[src/rtl/col_pack128.sv]
// col_pack128: packs a word stream into two operand columns for the double-word comparator,
// with a result strobe delayed to line up with the comparator's registered output.
module col_pack128 #(
   parameter int WORD_W  = 32,
   parameter int COL_W   = 128,
   parameter int TAG_W   = 8,
   parameter int CMP_LAT = 1
) (
   input  logic              clk,
   input  logic              rst,
   input  logic [WORD_W-1:0] in_word,
   input  logic              in_valid,
   output logic              in_ready,
   input  logic              in_last,
   output logic [COL_W-1:0]  out_col0,
   output logic [COL_W-1:0]  out_col1,
   output logic              out_valid,
   output logic [TAG_W-1:0]  out_tag,
   output logic              out_last,
   output logic              comp_valid,
   output logic [TAG_W-1:0]  comp_tag,
   output logic              comp_last
);
   localparam int WPC = COL_W / WORD_W;
   localparam int IW  = $clog2(2 * WPC);
   localparam logic [IW-1:0] LAST_IDX = IW'(2 * WPC - 1);
   localparam logic [IW-1:0] FILL_END = IW'(WPC - 1);
   typedef enum logic {FILL0, FILL1} state_t;
   state_t             state;
   logic [IW-1:0]      widx;
   logic [2*COL_W-1:0] shadow, merged;
   logic [TAG_W-1:0]   pair_cnt;
   logic [CMP_LAT-1:0] cv, cl;
   logic [TAG_W-1:0]   ct [CMP_LAT];
   logic               accept, issue;
   // merged is the shadow with the current word dropped in; unfilled slots stay zero
   always_comb begin
      accept = in_valid & in_ready;
      issue  = accept & (in_last | (widx == LAST_IDX));
      merged = shadow;
      merged[int'(widx) * WORD_W +: WORD_W] = in_word;
   end
   always_ff @(posedge clk) begin
      if (rst) begin
         state     <= FILL0;
         widx      <= '0;
         shadow    <= '0;
         pair_cnt  <= '0;
         in_ready  <= 1'b0;
         out_col0  <= '0;
         out_col1  <= '0;
         out_valid <= 1'b0;
         out_tag   <= '0;
         out_last  <= 1'b0;
         cv        <= '0;
         cl        <= '0;
         for (int i = 0; i < CMP_LAT; i++) ct[i] <= '0;
      end else begin
         in_ready  <= 1'b1;
         out_valid <= issue;
         if (issue) begin
            out_col0 <= merged[COL_W-1:0];
            out_col1 <= merged[2*COL_W-1:COL_W];
            out_tag  <= pair_cnt;
            out_last <= in_last;
            pair_cnt <= pair_cnt + 1'b1;
            widx     <= '0;
            shadow   <= '0;
            state    <= FILL0;
         end else if (accept) begin
            shadow <= merged;
            widx   <= widx + 1'b1;
            state  <= (widx == FILL_END) ? FILL1 : state;
         end
         // comparator-latency delay line for the result strobe
         cv[0] <= out_valid;
         cl[0] <= out_last;
         ct[0] <= out_tag;
         for (int i = 1; i < CMP_LAT; i++) begin
            cv[i] <= cv[i-1];
            cl[i] <= cl[i-1];
            ct[i] <= ct[i-1];
         end
      end
   end
   assign comp_valid = cv[CMP_LAT-1];
   assign comp_last  = cl[CMP_LAT-1];
   assign comp_tag   = ct[CMP_LAT-1];
endmodule

[config.mk]
export PLATFORM = sky130hd
export DESIGN_NAME = col_pack128
export DESIGN_NICKNAME = d
export VERILOG_FILES = /design/src/rtl/col_pack128.sv
export SDC_FILE = /design/constraint.sdc
export NUM_CORES = 1
export LEC_CHECK = 0
export ABC_AREA = 1
export CORE_ASPECT_RATIO = 1.75
export CORE_MARGIN = 10
export CORE_UTILIZATION = 50
export CTS_CLUSTER_DIAMETER = 40
export DETAILED_ROUTE_END_ITERATION = 8
export PLACE_DENSITY_LB_ADDON = 0.12
export SYNTH_ARGS = -nofsm -noshare
export SYNTH_HDL_FRONTEND = slang
export SYNTH_SLANG_ARGS = --single-unit
[constraint.sdc]
create_clock -name clk -period 5.2 [get_ports clk]
set_input_delay 1.56 -clock clk [delete_from_list [all_inputs] [get_ports clk]]
set_output_delay 1.56 -clock clk [all_outputs]
set_load 0.02 [all_outputs]
==> results.json <==
{
  "critPathMaxFanout": 63,
  "final-hold-violation-count": 0,
  "worstPathArrival_ns": 3.91,
  "regToRegStartpoint": "widx[0]",
  "htree_num_levels": 2,
  "synth_top_area_share": 0.4527,
  "period_needed_ns": 3.451,
  "fp-row-count": 106,
  "asyncSetResetFlopFracSynth": 0,
  "dp_hpwl_um": 53620,
  "overflow": 0,
  "fp.dieH_um": 310.2,
  "cts-hold-fix-buffers": 0,
  "clock_root_cell": "sky130_fd_sc_hd__clkbuf_16",
  "placed_cell_area_um2": 27170,
  "fin_hold_ws_ns": 0.4257,
  "synth.avg_cell_area_um2": 6.495,
  "die_area_um2": 57630,
  "finish.instance_area_um2": 28990,
  "first_pass_grt_wire_length_um": 115400,
  "drt.antenna.violating_nets": 0,
  "initial_core_util": 0.5039,
  "design.final.nets": 3925,
  "synth.largest_area_cell": "sky130_fd_sc_hd__dfxtp_1",
  "ys_warn_count": 0,
  "num-fill-cells": 4611,
  "final-max-slew-violation-count": 0,
  "grt_setup_unrepaired": "no",
  "drc": 0,
  "criticalPathCategory": "in -> reg",
  "timing.fmax_ghz": 0.2898,
  "clk-insertion-delay-late_ns": 0.60,
  "grt_pass1_vias": 20490,
  "gpl.final_weighted_congestion": 0.9147,
  "drt-initial-drc-count": 1618,
  "critical_path_required_ns": 5.65,
  "drive_above_1_share": 0.03695,
  "postRouteWirelength_um": 76120,
  "clkTransAtPathRegs_ns": 0.06,
  "ios": 313,
  "worst_clock_skew_ns": 0.02307,
  "yosys_register_bits": 544,
  "synth.cell_area_um2": 24060,
  "cts-buffers-inserted": 53,
  "crit_start": "in_valid",
  "timing.final.crit_share": 0.6636,
  "chipWidth_um": 185.8,
  "drv.max_cap_violation_count": 0,
  "synth_edf_count": 0,
  "hold_class": "reg -> reg",
  "wl_per_cell_um": 16.85,
  "coreArea_um2": 47750,
  "vias_per_cell": 5.014,
  "vdd_drop_max_v": 0.0002512,
  "status": "complete, no violations",
  "postSynthNetCount": 3748,
  "synth.most_common_cell": "sky130_fd_sc_hd__nand2_1",
  "static-leakage-power_nw": 14.59,
  "firstDrtPassIters": 6,
  "postcts_setup_bufs": 0,
  "antenna_violations_before_repair": 0,
  "synth.distinct_cells": 30,
  "synth.cells.most_frequent": "sky130_fd_sc_hd__nand2_1, sky130_fd_sc_hd__dfxtp_1, sky130_fd_sc_hd__inv_1",
  "fin_setup_tns_ns": 0,
  "synth-main-ff-cell": "sky130_fd_sc_hd__dfxtp_1",
  "synth_sequential_area_ratio": 0.4527,
  "cts_repair_resize_count": 0,
  "reg2reg_setup_slack_ns": 1.75,
  "setup_viol_count_final": 0,
  "critPathCaptureType": "flop",
  "cp-start-kind": "input port",
  "clock-sinks": 544,
  "syn-instance-count": 3704,
  "grt_start_max_net_pins": 176,
  "timing.hold.worst.start": "out_valid",
  "tightest_slew_ns": 1.104,
  "cts-root-to-sink-buffers": 3,
  "buffer_ports.inserted": 312,
  "num_vias": 22650,
  "gr-usage-all-layers": 0.2568,
  "area.growth.synth_to_final_pct": 20.50,
  "yosys-top-cells-area": "sky130_fd_sc_hd__dfxtp_1, sky130_fd_sc_hd__nand2_1, sky130_fd_sc_hd__inv_1, sky130_fd_sc_hd__nor2_1, sky130_fd_sc_hd__nand3_1",
  "power_per_cell_area_nw_per_um2": 326.1,
  "max_slew_margin": 0.2614,
  "cts_tree": "done",
  "antennaDiodeCount": 0
}
==> metal layers <==
layer  track usage  wire (um)  vias to the layer above
li1              -          -                    11600
met1        0.2845      28660                    10240
met2        0.4623      38690                      688
met3       0.04438       5067                      129
met4        0.1242       3703                        0
met5             0          0                        -
==> critical path, cell delays in order <==
cell and delay, ns:
sky130_fd_sc_hd__clkdlybuf4s50_1 0.44, sky130_fd_sc_hd__nand2_4 0.23, sky130_fd_sc_hd__nor2_8 0.11, sky130_fd_sc_hd__inv_2 0.12, sky130_fd_sc_hd__nor2_4 0.05, sky130_fd_sc_hd__inv_2 0.74
sky130_fd_sc_hd__buf_4 0.50, sky130_fd_sc_hd__o21ai_1 0.13
==> layout make-up <==
| type | count | area (um2) | area share |
|---|---|---|---|
| Clock buffer | 71 | 1516 | 0.05231 |
| Clock inverter | 27 | 299.0 | 0.01032 |
| Inverter | 433 | 1643 | 0.05667 |
| Multi-Input combinational cell | 2508 | 10460 | 0.3607 |
| Sequential cell | 544 | 10890 | 0.3757 |
| Tap cell | 594 | 743.2 | 0.02564 |
| Timing Repair Buffer | 341 | 3441 | 0.1187 |
==> path summary, 6_finish.rpt <==
check | endpoint | cells past startpoint
worst max-delay path | out_col0[5] | 8
worst min-delay path | comp_valid | 2
worst max register to register | out_col1[113] | 14
worst min register to register | comp_valid | 2
==> flip-flops by register name, summed over array words and instances, names as in the netlist <==
register,flops
out_last,1
out_tag,8
shadow,256
out_col0,128
out_valid,1
out_col1,128
ct,8
comp_valid,1
comp_last,1
in_ready,1
widx,3
pair_cnt,8
==> placed cells by master, fill, tap and decap left out, drive strengths merged, types with 29 or more instances in the layout <==
master and n:
dfxtp 544, clkbuf 71, buf 29, inv 438, a21oi 96, nor2 394, nor3 54, nand3 159
clkdlybuf4s50 312, o211ai 44, o21ai 220, nand2 1521
==> report_power, final <==
group / internal (mW) / leakage, nW / switching (mW) / total (mW)
Sequential: 4.33 / 4.43 / 0.0687 / 4.39
Combinational: 0.342 / 9.28 / 0.700 / 1.04
Clock: 2.31 / 0.886 / 1.71 / 4.02
==> kinds of logic (layout without fill, tap and decap cells) <==
group / after synthesis / after routing / synth area share
XOR/XNOR: 1 / 1 / 0.0003641
AO/OA/AOI/OAI: 367 / 367 / 0.08129
adder cells (fa/ha/maj): 8 / 8 / 0.004161
flip-flops: 544 / 544 / 0.4527
buffers and inverters: 652 / 872 / 0.1130
AND/OR/NAND/NOR: 2132 / 2132 / 0.3485
==> per-stage QoR <==
step | util | total power, mW | cells | setup slack (ns)
after global routing | 0.6072 | 9.833 | 4518 | 1.539
after detailed placement | 0.5691 | 5.525 | 4420 | 1.124
after CTS | 0.6072 | 9.527 | 4518 | 1.731
after floorplan | - | 5.199 | 3704 | 2.582
final | 0.6072 | 9.452 | 4518 | 1.749
after global placement | 0.5691 | 5.510 | 4420 | 1.136
No activity file was read; power rests on OpenSTA's default activity.
